File: config.mk
export PLATFORM = sky130hd
export DESIGN_NAME = mul_div_unit_flat
export DESIGN_NICKNAME = d
export VERILOG_FILES = /design/src/rtl/mul_div_unit_if.sv /design/src/rtl/mul_div_unit.sv /design/src/flat_wrapper.sv
export SDC_FILE = /design/constraint.sdc
export NUM_CORES = 2
export LEC_CHECK = 0
export CORE_AREA = 3 3 275 277
export DETAILED_ROUTE_END_ITERATION = 10
export DIE_AREA = 0 0 278 280
export PLACE_DENSITY = 0.79
export SLEW_MARGIN = 20
export SYNTH_ARGS = -nofsm -noshare
export SYNTH_HDL_FRONTEND = slang
export SYNTH_SLANG_ARGS = --single-unit
File: constraint.sdc
create_clock -name clk1 -period 7 [get_ports clk1]
set_clock_uncertainty 0.2 [all_clocks]
set_input_delay 1.4 -clock clk1 [delete_from_list [all_inputs] [get_ports clk1]]
set_output_delay 1.4 -clock clk1 [all_outputs]
set_load 0.005 [all_outputs]
File: src/rtl/mul_div_unit_if.sv
// Issue-side and CDB-side signal bundle for mul_div_unit.
// The reservation station/CDB side uses the master modport and the unit uses the slave modport.
interface mul_div_unit_if #(
   parameter int WIDTH = 32,
   parameter int TAG_W = 3
);
   // Both handshakes use strict valid/ready. A transfer happens only on a rising edge
   // where valid and ready are both 1. Valid may not depend on ready. The source holds
   // payload stable while valid is high and the transfer has not happened yet.
   logic             issue_valid;
   logic             issue_ready;
   logic [WIDTH-1:0] data1;
   logic [WIDTH-1:0] data2;
   logic [2:0]       fun3;
   logic [TAG_W-1:0] des;
   logic             cdb_valid;
   logic             cdb_ready;
   logic [WIDTH-1:0] cdb_data;
   logic [TAG_W-1:0] cdb_tag;
   logic             busy;

   modport master (
      output issue_valid, data1, data2, fun3, des, cdb_ready,
      input  issue_ready, cdb_valid, cdb_data, cdb_tag, busy
   );

   modport slave (
      input  issue_valid, data1, data2, fun3, des, cdb_ready,
      output issue_ready, cdb_valid, cdb_data, cdb_tag, busy
   );
endinterface

File: src/rtl/mul_div_unit.sv
// Unsigned multiply/divide unit: MUL/MULHU, DIVU/REMU, with results broadcast on the CDB.
// Define MULDIV_FLUSH_EN to add a flush input that aborts an in-flight op without a broadcast.
module mul_div_unit #(
   parameter int WIDTH   = 32,
   parameter int TAG_W   = 3,
   parameter int MUL_LAT = 4
) (
   input  logic               clk1,
   input  logic               rst_n,
`ifdef MULDIV_FLUSH_EN
   input  logic               flush,
`endif
   mul_div_unit_if.slave      bus,
   output logic [1:0]         dbg_state
);

   typedef enum logic [1:0] {
      IDLE = 2'd0,
      MUL  = 2'd1,
      DIV  = 2'd2,
      DONE = 2'd3
   } state_t;

   // One counter serves both the multiply delay line and the divider bit count.
   localparam int CNT_W = ($clog2(WIDTH + 1) > 4) ? $clog2(WIDTH + 1) : 4;
   localparam logic [CNT_W-1:0] MUL_LOAD = CNT_W'(MUL_LAT - 1);
   localparam logic [CNT_W-1:0] DIV_LOAD = CNT_W'(WIDTH);
   localparam logic [CNT_W-1:0] CNT_ONE  = CNT_W'(1);

   state_t             state;
   state_t             state_d;
   logic               accept;
   logic               ready;
   logic               abort;

   logic [WIDTH-1:0]   a_q;
   logic [WIDTH-1:0]   b_q;
   logic [TAG_W-1:0]   tag_q;
   logic               hi_sel;
   logic [CNT_W-1:0]   cnt;
   logic [WIDTH-1:0]   quo_q;
   logic [WIDTH-1:0]   rem_q;
   logic [WIDTH-1:0]   res_q;

   logic [2*WIDTH-1:0] prod;
   logic [WIDTH:0]     div_trial;
   logic [WIDTH:0]     div_diff;
   logic               div_ge;
   logic [WIDTH-1:0]   rem_nx;
   logic               div_zero;
   logic [WIDTH-1:0]   div_quo;
   logic [WIDTH-1:0]   div_rem;

`ifdef MULDIV_FLUSH_EN
   assign abort = flush;
`else
   assign abort = 1'b0;
`endif

   always_ff @(posedge clk1 or negedge rst_n) begin
      if (!rst_n) begin
         state <= IDLE;
      end else begin
         state <= state_d;
      end
   end

   always_comb begin
      state_d = state;
      accept  = 1'b0;
      ready   = 1'b0;
      case (state)
         IDLE: begin
            // No op is taken in a flush cycle, even while idle.
            ready = !abort;
            if (bus.issue_valid && ready) begin
               accept = 1'b1;
               case (bus.fun3)
                  3'b000, 3'b011: state_d = MUL;
                  3'b001, 3'b010: state_d = DIV;
                  default:        state_d = DONE;
               endcase
            end
         end
         MUL: begin
            if (cnt == '0) state_d = DONE;
         end
         DIV: begin
            if (cnt == '0) state_d = DONE;
         end
         DONE: begin
            if (bus.cdb_ready) state_d = IDLE;
         end
         default: state_d = IDLE;
      endcase
      if (abort) state_d = IDLE;
   end

   assign prod = {{WIDTH{1'b0}}, a_q} * {{WIDTH{1'b0}}, b_q};

   // Restoring step: shift the next dividend bit into the partial remainder and subtract
   // if it fits. The borrow bit of the (WIDTH+1)-bit difference is the compare result.
   assign div_trial = {rem_q, quo_q[WIDTH-1]};
   assign div_diff  = div_trial - {1'b0, b_q};
   assign div_ge    = ~div_diff[WIDTH];
   assign rem_nx    = div_ge ? div_diff[WIDTH-1:0] : div_trial[WIDTH-1:0];

   // A zero divisor is overridden explicitly. The raw iteration can overflow the borrow test.
   assign div_zero  = (b_q == '0);
   assign div_quo   = div_zero ? {WIDTH{1'b1}} : quo_q;
   assign div_rem   = div_zero ? a_q : rem_q;

   always_ff @(posedge clk1 or negedge rst_n) begin
      if (!rst_n) begin
         a_q    <= '0;
         b_q    <= '0;
         tag_q  <= '0;
         hi_sel <= 1'b0;
         cnt    <= '0;
         quo_q  <= '0;
         rem_q  <= '0;
         res_q  <= '0;
      end else if (accept) begin
         a_q    <= bus.data1;
         b_q    <= bus.data2;
         tag_q  <= bus.des;
         // fun3[1] picks the high product half for MULHU and the remainder for REMU.
         hi_sel <= bus.fun3[1];
         quo_q  <= bus.data1;
         rem_q  <= '0;
         case (state_d)
            MUL: cnt <= MUL_LOAD;
            DIV: cnt <= DIV_LOAD;
            default: begin
               cnt   <= '0;
               res_q <= '0;
            end
         endcase
      end else if (!abort) begin
         case (state)
            MUL: begin
               if (cnt == '0) begin
                  res_q <= hi_sel ? prod[2*WIDTH-1:WIDTH] : prod[WIDTH-1:0];
               end else begin
                  cnt <= cnt - CNT_ONE;
               end
            end
            DIV: begin
               if (cnt != '0) begin
                  rem_q <= rem_nx;
                  quo_q <= {quo_q[WIDTH-2:0], div_ge};
                  cnt   <= cnt - CNT_ONE;
               end else begin
                  res_q <= hi_sel ? div_rem : div_quo;
               end
            end
            default: begin
            end
         endcase
      end
   end

   assign bus.issue_ready = ready;
   assign bus.busy        = (state != IDLE);
   assign bus.cdb_valid   = (state == DONE);
   assign bus.cdb_data    = res_q;
   assign bus.cdb_tag     = tag_q;
   assign dbg_state       = state;

endmodule

File: src/flat_wrapper.sv
// flat-port wrapper written by rule: the top's interface ports become plain ports
module mul_div_unit_flat 
#(
   parameter int WIDTH   = 32,
   parameter int TAG_W   = 3,
   parameter int MUL_LAT = 4
)
  (clk1, rst_n, dbg_state, bus_issue_valid, bus_data1, bus_data2, bus_fun3, bus_des, bus_cdb_ready, bus_issue_ready, bus_cdb_valid, bus_cdb_data, bus_cdb_tag, bus_busy);
  mul_div_unit_if #(.WIDTH(WIDTH), .TAG_W(TAG_W)) bus_i ();
  input  logic clk1;
  input  logic rst_n;
  output logic [1:0] dbg_state;
  input wire logic [$bits(bus_i.issue_valid)-1:0] bus_issue_valid;
  input wire logic [$bits(bus_i.data1)-1:0] bus_data1;
  input wire logic [$bits(bus_i.data2)-1:0] bus_data2;
  input wire logic [$bits(bus_i.fun3)-1:0] bus_fun3;
  input wire logic [$bits(bus_i.des)-1:0] bus_des;
  input wire logic [$bits(bus_i.cdb_ready)-1:0] bus_cdb_ready;
  output wire logic [$bits(bus_i.issue_ready)-1:0] bus_issue_ready;
  output wire logic [$bits(bus_i.cdb_valid)-1:0] bus_cdb_valid;
  output wire logic [$bits(bus_i.cdb_data)-1:0] bus_cdb_data;
  output wire logic [$bits(bus_i.cdb_tag)-1:0] bus_cdb_tag;
  output wire logic [$bits(bus_i.busy)-1:0] bus_busy;
  assign bus_i.issue_valid = bus_issue_valid;
  assign bus_i.data1 = bus_data1;
  assign bus_i.data2 = bus_data2;
  assign bus_i.fun3 = bus_fun3;
  assign bus_i.des = bus_des;
  assign bus_i.cdb_ready = bus_cdb_ready;
  assign bus_issue_ready = bus_i.issue_ready;
  assign bus_cdb_valid = bus_i.cdb_valid;
  assign bus_cdb_data = bus_i.cdb_data;
  assign bus_cdb_tag = bus_i.cdb_tag;
  assign bus_busy = bus_i.busy;
  mul_div_unit #(.WIDTH(WIDTH), .TAG_W(TAG_W), .MUL_LAT(MUL_LAT)) u_core (.clk1(clk1), .rst_n(rst_n), .bus(bus_i), .dbg_state(dbg_state));
endmodule
-- Word-level counts from Yosys, hierarchy flattened
Cells that the tools add are included.
- $add $sub $neg: 2
- $mul: 1
- equal/unequal tests: 13
- muxes and demuxes: 29
- bitwise operators: 1
- reductions and logical operators: 16
- operator list (operator ; count):
    32-bit two-way mux ; 15
    32-bit by 32-bit multiplier with 64-bit output ; 1
    32-bit one-hot mux with 2 select lines ; 1
    33-bit by 32-bit subtractor with 33-bit output ; 1
    32-bit zero test ; 1
    6-bit one-hot mux with 2 select lines ; 2
    6-bit two-way mux ; 3
    2-bit OR reduction ; 4
    2-bit == test (second input constant) ; 3
    3-bit by 2-bit == test with 1-bit output (second input constant) ; 2
    6-bit zero test ; 1
    2-bit two-way mux ; 3
    3-bit by 1-bit inequality test with 1-bit output (second input constant) ; 2
    3-bit by 2-bit inequality test with 1-bit output (second input constant) ; 2
    2-bit one-hot mux with 3 select lines ; 1
    2-bit nonzero test ; 3
    6-bit nonzero test ; 1
    6-bit by 1-bit subtractor with 6-bit output (second input constant) ; 1
    2-bit by 1-bit == test with 1-bit output (second input constant) ; 2
    2-bit one-hot mux with 2 select lines ; 1
    4-bit AND reduction ; 1
    3-bit by 1-bit == test with 1-bit output (second input constant) ; 1
    3-bit zero test ; 1
    1-bit two-way mux ; 3
    6 further kinds ; 6
- flip-flop bits (word level): 172

-- Logic depth before layout (Yosys ltp)
- word-level depth: 9
- depth in mapped cells: 29
- gate-level depth less buffers: 27

-- Worst setup path after synthesis
OpenSTA, ideal clock, no wires.
- kind: reg-to-reg
- start: register u_core.b_q[10]
- end: register u_core.res_q[25] (netlist: u_core.bus.cdb_data[25])
- arrival: 7121 ps
- slack: -442 ps
- cell stages (with the launch flop): 25
- path buffers: 2
- cell sequence: dfrtp_1 clkbuf_1 and2_1 fa_1 fa_1 inv_1 fa_1 fa_1 inv_1 fa_1 fa_1 fa_1 fa_1 ha_1 clkbuf_1 and3_1 and2_1 nand4_1 a311oi_1 o211ai_1 and2_1 o31ai_2 and3_1 o21ai_0 a32o_1
- cells in the longest elaborated chain, start to end: 6
- elaborated cells on any way between the ends: 10
- ends and longest elaborated chain (item ; line ; RTL):
    start: declaration ; mul_div_unit.sv:37 ; logic [WIDTH-1:0] b_q;
    start signal: assignment ; mul_div_unit.sv:125 ; b_q <= bus.data2;
    branches (longest 4 deep; another with 32-bit by 32-bit multiplier with 64-bit output) ; - ;
    32-bit one-hot mux with 2 select lines (*) ; mul_div_unit.sv:140 ; case (state)
    32-bit two-way mux (*) ; mul_div_unit.sv:123 ; end else if (accept) begin
    end signal: assignment ; mul_div_unit.sv:143 ; res_q <= hi_sel ? prod[2*WIDTH-1:WIDTH] : prod[WIDTH-1:0];
    end signal: assignment ; mul_div_unit.sv:154 ; res_q <= hi_sel ? div_rem : div_quo;
    end: declaration ; mul_div_unit.sv:43 ; logic [WIDTH-1:0] res_q;
Every way passes the cells marked *. The select of a mux whose other input is x is not followed.
A chain may end at the register's enable or synchronous reset.

-- Worst setup path after layout
- start: register u_core.b_q[9]
- end: register u_core.res_q[25] (netlist: u_core.bus.cdb_data[25])
Same word-level chain as after synthesis.

==> results.py <==
metrics = {
    "status": {
        "status": "finished, violations left",
        "violations": "negative setup slack",
    },
    "placement": {
        "routabilityCongestion": 1.00,
        "dp_hpwl_mm": 108,
        "port_buffers": 113,
        "dp_cells": 6104,
        "post_dp_cell_area_sq_um": 48900,
    },
    "timing": {
        "rsz0062_at_grt": "yes",
        "tns_ns": -18.35,
        "slew_headroom_pct": 29.1,
        "tightestPinTransition_ns": 1.06,
        "finalHoldViolCount": 0,
        "min_period_over_period_pct": 111,
        "fmax_ghz": 0.129,
        "finalMaxSlewViolations": 0,
        "period_needed_ns": 7.77,
        "worst_slack_ns": -0.775,
        "setup-violations-final": 32,
    },
    "yosys": {
        "synthesis.area_sq_um": 43100,
        "synth_area_leaders": "fa_1, dfrtp_1, ha_1",
        "syn_area_per_cell_sq_um": 8.87,
        "ys_seq_area_share_pct": 10.0,
        "ys.flop_type": "dfrtp_1",
        "yosys.area.top_type": "fa_1",
        "yosys_warnings": 0,
        "async_flop_share_pct": 100,
        "netlist_instances": 4854,
        "synth-edff-count": 0,
        "ys_ff_latch": 172,
        "syn-num-nets": 6127,
        "synth_cell_type_count": 83,
        "synth_top_area_share_pct": 41.7,
    },
    "drt": {
        "wl_per_cell_microns": 21.3,
        "vias_per_cell": 5.77,
        "ant_nets": 0,
        "finalWirelength_mm": 132,
        "drt_pre_antenna_iters": 7,
        "drt-initial-drc-count": 3144,
        "num_vias": 35600,
        "drc": 0,
    },
    "floorplan": {
        "die-area_sq_um": 77800,
        "row_count": 99,
        "ios": 114,
        "coreArea_sq_um": 73100,
        "die_y_microns": 280,
        "start_util_pct": 58.9,
        "die_w_microns": 278,
    },
    "final_layout": {
        "mostFrequentLayoutCells": "inv_1, fa_1, nand2_1",
        "final_nets": 6471,
        "fin_area_sq_um": 50500,
        "mostFrequentLayoutCell": "inv_1",
        "drive_above_1_share_pct": 14.1,
        "finalNonFillerCells": 6171,
        "final_core_util_pct": 69.1,
        "area_growth_pct": 17.3,
    },
    "worst_setup_path": {
        "ff2ff_path_depth": 24,
        "critPathKind": "reg2reg",
        "cp.required_ns": 7.15,
        "r2r_start": "u_core.b_q[9]",
        "worstPathArrival_ns": 7.92,
        "startpoint": "u_core.b_q[9]",
        "worstPathMaxFanout": 25,
        "startpoint_type": "flop",
        "endpoint_kind": "flop",
    },
    "cts": {
        "clkSinkCount": 172,
        "cts_tree": "built",
        "htreeDepth": 4,
        "cts_root_buf": "clkbuf_16",
        "cts_inserted_buffers": 17,
        "clock_path_buffers": 2,
        "clock_latency_ns": 0.46,
        "path_clk_slew_ns": 0.07,
    },
    "global_route": {
        "antenna_found_initial": 1,
        "grt_pass1_wl_mm": 211,
        "grt_max_degree": 90,
        "grt-ovfl-total": 0,
        "grt.total_usage_pct": 34.9,
        "grt_pass1_vias": 38100,
    },
    "flow_run": {
        "max_cap_violations": 0,
    },
    "min_path": {
        "hold-path-cell-count": 2,
        "min_from": "u_core.bus.cdb_tag[1]",
        "hold_class": "reg2reg",
    },
}
==> critical path: stages, from the launching register on <==
cell      delay (ns)
dfrtp_1         0.40
buf_12          0.16
and2_2          0.25
fa_1            0.61
inv_1           0.08
fa_1            0.50
fa_1            0.55
inv_1           0.06
fa_1            0.47
fa_1            0.58
fa_1            0.45
fa_2            0.59
fa_1            0.46
ha_4            0.31
and3_4          0.18
and2_4          0.15
nand4_1         0.09
a311oi_2        0.29
o211ai_1        0.15
buf_4           0.17
and2_4          0.17
o31ai_4         0.26
and3_1          0.19
o21ai_1         0.06
a32o_1          0.28
==> layout make-up <==
cell class / count / area (sq um)
Timing Repair Buffer: 608 / 5770
Inverter: 917 / 3440
Clock inverter: 10 / 128
Antenna cell: 3 / 7.51
Tap cell: 959 / 1200
Clock buffer: 20 / 467
Sequential cell: 172 / 4310
Multi-Input combinational cell: 3482 / 35200
Fill cell: 5479 / 22600
==> worst paths after layout <==
kind	end	slack, ns
hold reg to reg	u_core.bus.cdb_tag[1]	0.28
hold / removal	u_core.bus.cdb_tag[1]	0.28
setup reg to reg	u_core.bus.cdb_data[25]	-0.77
setup / recovery	u_core.bus.cdb_data[25]	-0.77
min in group asynchronous	u_core.bus.cdb_tag[2]	0.67
max in group asynchronous	u_core.a_q[24]	4.40
==> timing repair <==
item                       in CTS  in global routing
gates resized for setup       118                 65
hold buffers                    0                  0
setup endpoints to repair      32                 32
setup buffers                  15                 20
cloned                          1                  1
pin swaps                      36                 63
==> cell usage after synthesis (3+ instances only) <==
| cell type | count |
|---|---|
| buf_2 | 3 |
| or4_1 | 4 |
| a311oi_1 | 4 |
| a211o_1 | 4 |
| a221o_1 | 5 |
| or3_1 | 4 |
| a21oi_1 | 148 |
| a211oi_1 | 16 |
| o21bai_1 | 14 |
| nand3_1 | 41 |
| o21ai_1 | 5 |
| xor2_1 | 35 |
| xnor2_1 | 48 |
| clkbuf_1 | 266 |
| and4_1 | 3 |
| nand2b_1 | 12 |
| o21ai_0 | 213 |
| o21a_1 | 13 |
| nor2_1 | 83 |
| nor2b_1 | 11 |
| and2_1 | 582 |
| buf_1 | 4 |
| a31o_2 | 4 |
| nor4_1 | 10 |
| a21o_1 | 35 |
| a221oi_1 | 20 |
| o22ai_1 | 4 |
| and3_1 | 10 |
| nor3_1 | 17 |
| nand2_1 | 758 |
| or2_2 | 3 |
| o211ai_1 | 14 |
| o221ai_1 | 7 |
| o21ai_2 | 3 |
| inv_1 | 916 |
| a31oi_1 | 44 |
| mux2i_1 | 36 |
| nand4_1 | 21 |
| o31ai_1 | 3 |
| fa_1 | 897 |
| dfrtp_1 | 172 |
| ha_1 | 302 |
| buf_4 | 8 |
==> state kept, by name, indices dropped and copies added (netlist names) <==
| signal | flops |
|---|---|
| u_core.a_q | 32 |
| u_core.b_q | 32 |
| u_core.bus.cdb_data | 32 |
| u_core.quo_q | 32 |
| u_core.rem_q | 32 |
| u_core.cnt | 6 |
| u_core.bus.cdb_tag | 3 |
| u_core.dbg_state | 2 |
| u_core.hi_sel | 1 |
==> stage by stage <==
step	hold WS [ns]	setup WS (ns)
floorplan	0.270	-0.201
global placement	0.260	-0.874
detailed placement	0.270	-0.939
CTS	0.288	-0.648
global route	0.309	-0.996
finish	0.280	-0.775
==> kinds of logic after synthesis <==
family | count (synthesis) | synth area share [%]
fa+ha+maj | 1199 | 50.5
simple gates | 1569 | 17.8
buf+inv | 1200 | 10.6
mux | 36 | 0.837
xor+xnor | 84 | 1.73
flops | 172 | 10.0
compound gates | 594 | 8.53
==> layer usage <==
metal  share of wire (%)  GRT usage [%]
met3                  10           7.20
met5                   0              0
met4                 3.8           11.9
met2                  46           56.2
met1                  40           47.6
Power is left out: the tool's default activity adds up to more than one toggle a clock period on the data nets, which glitch-free logic cannot reach.
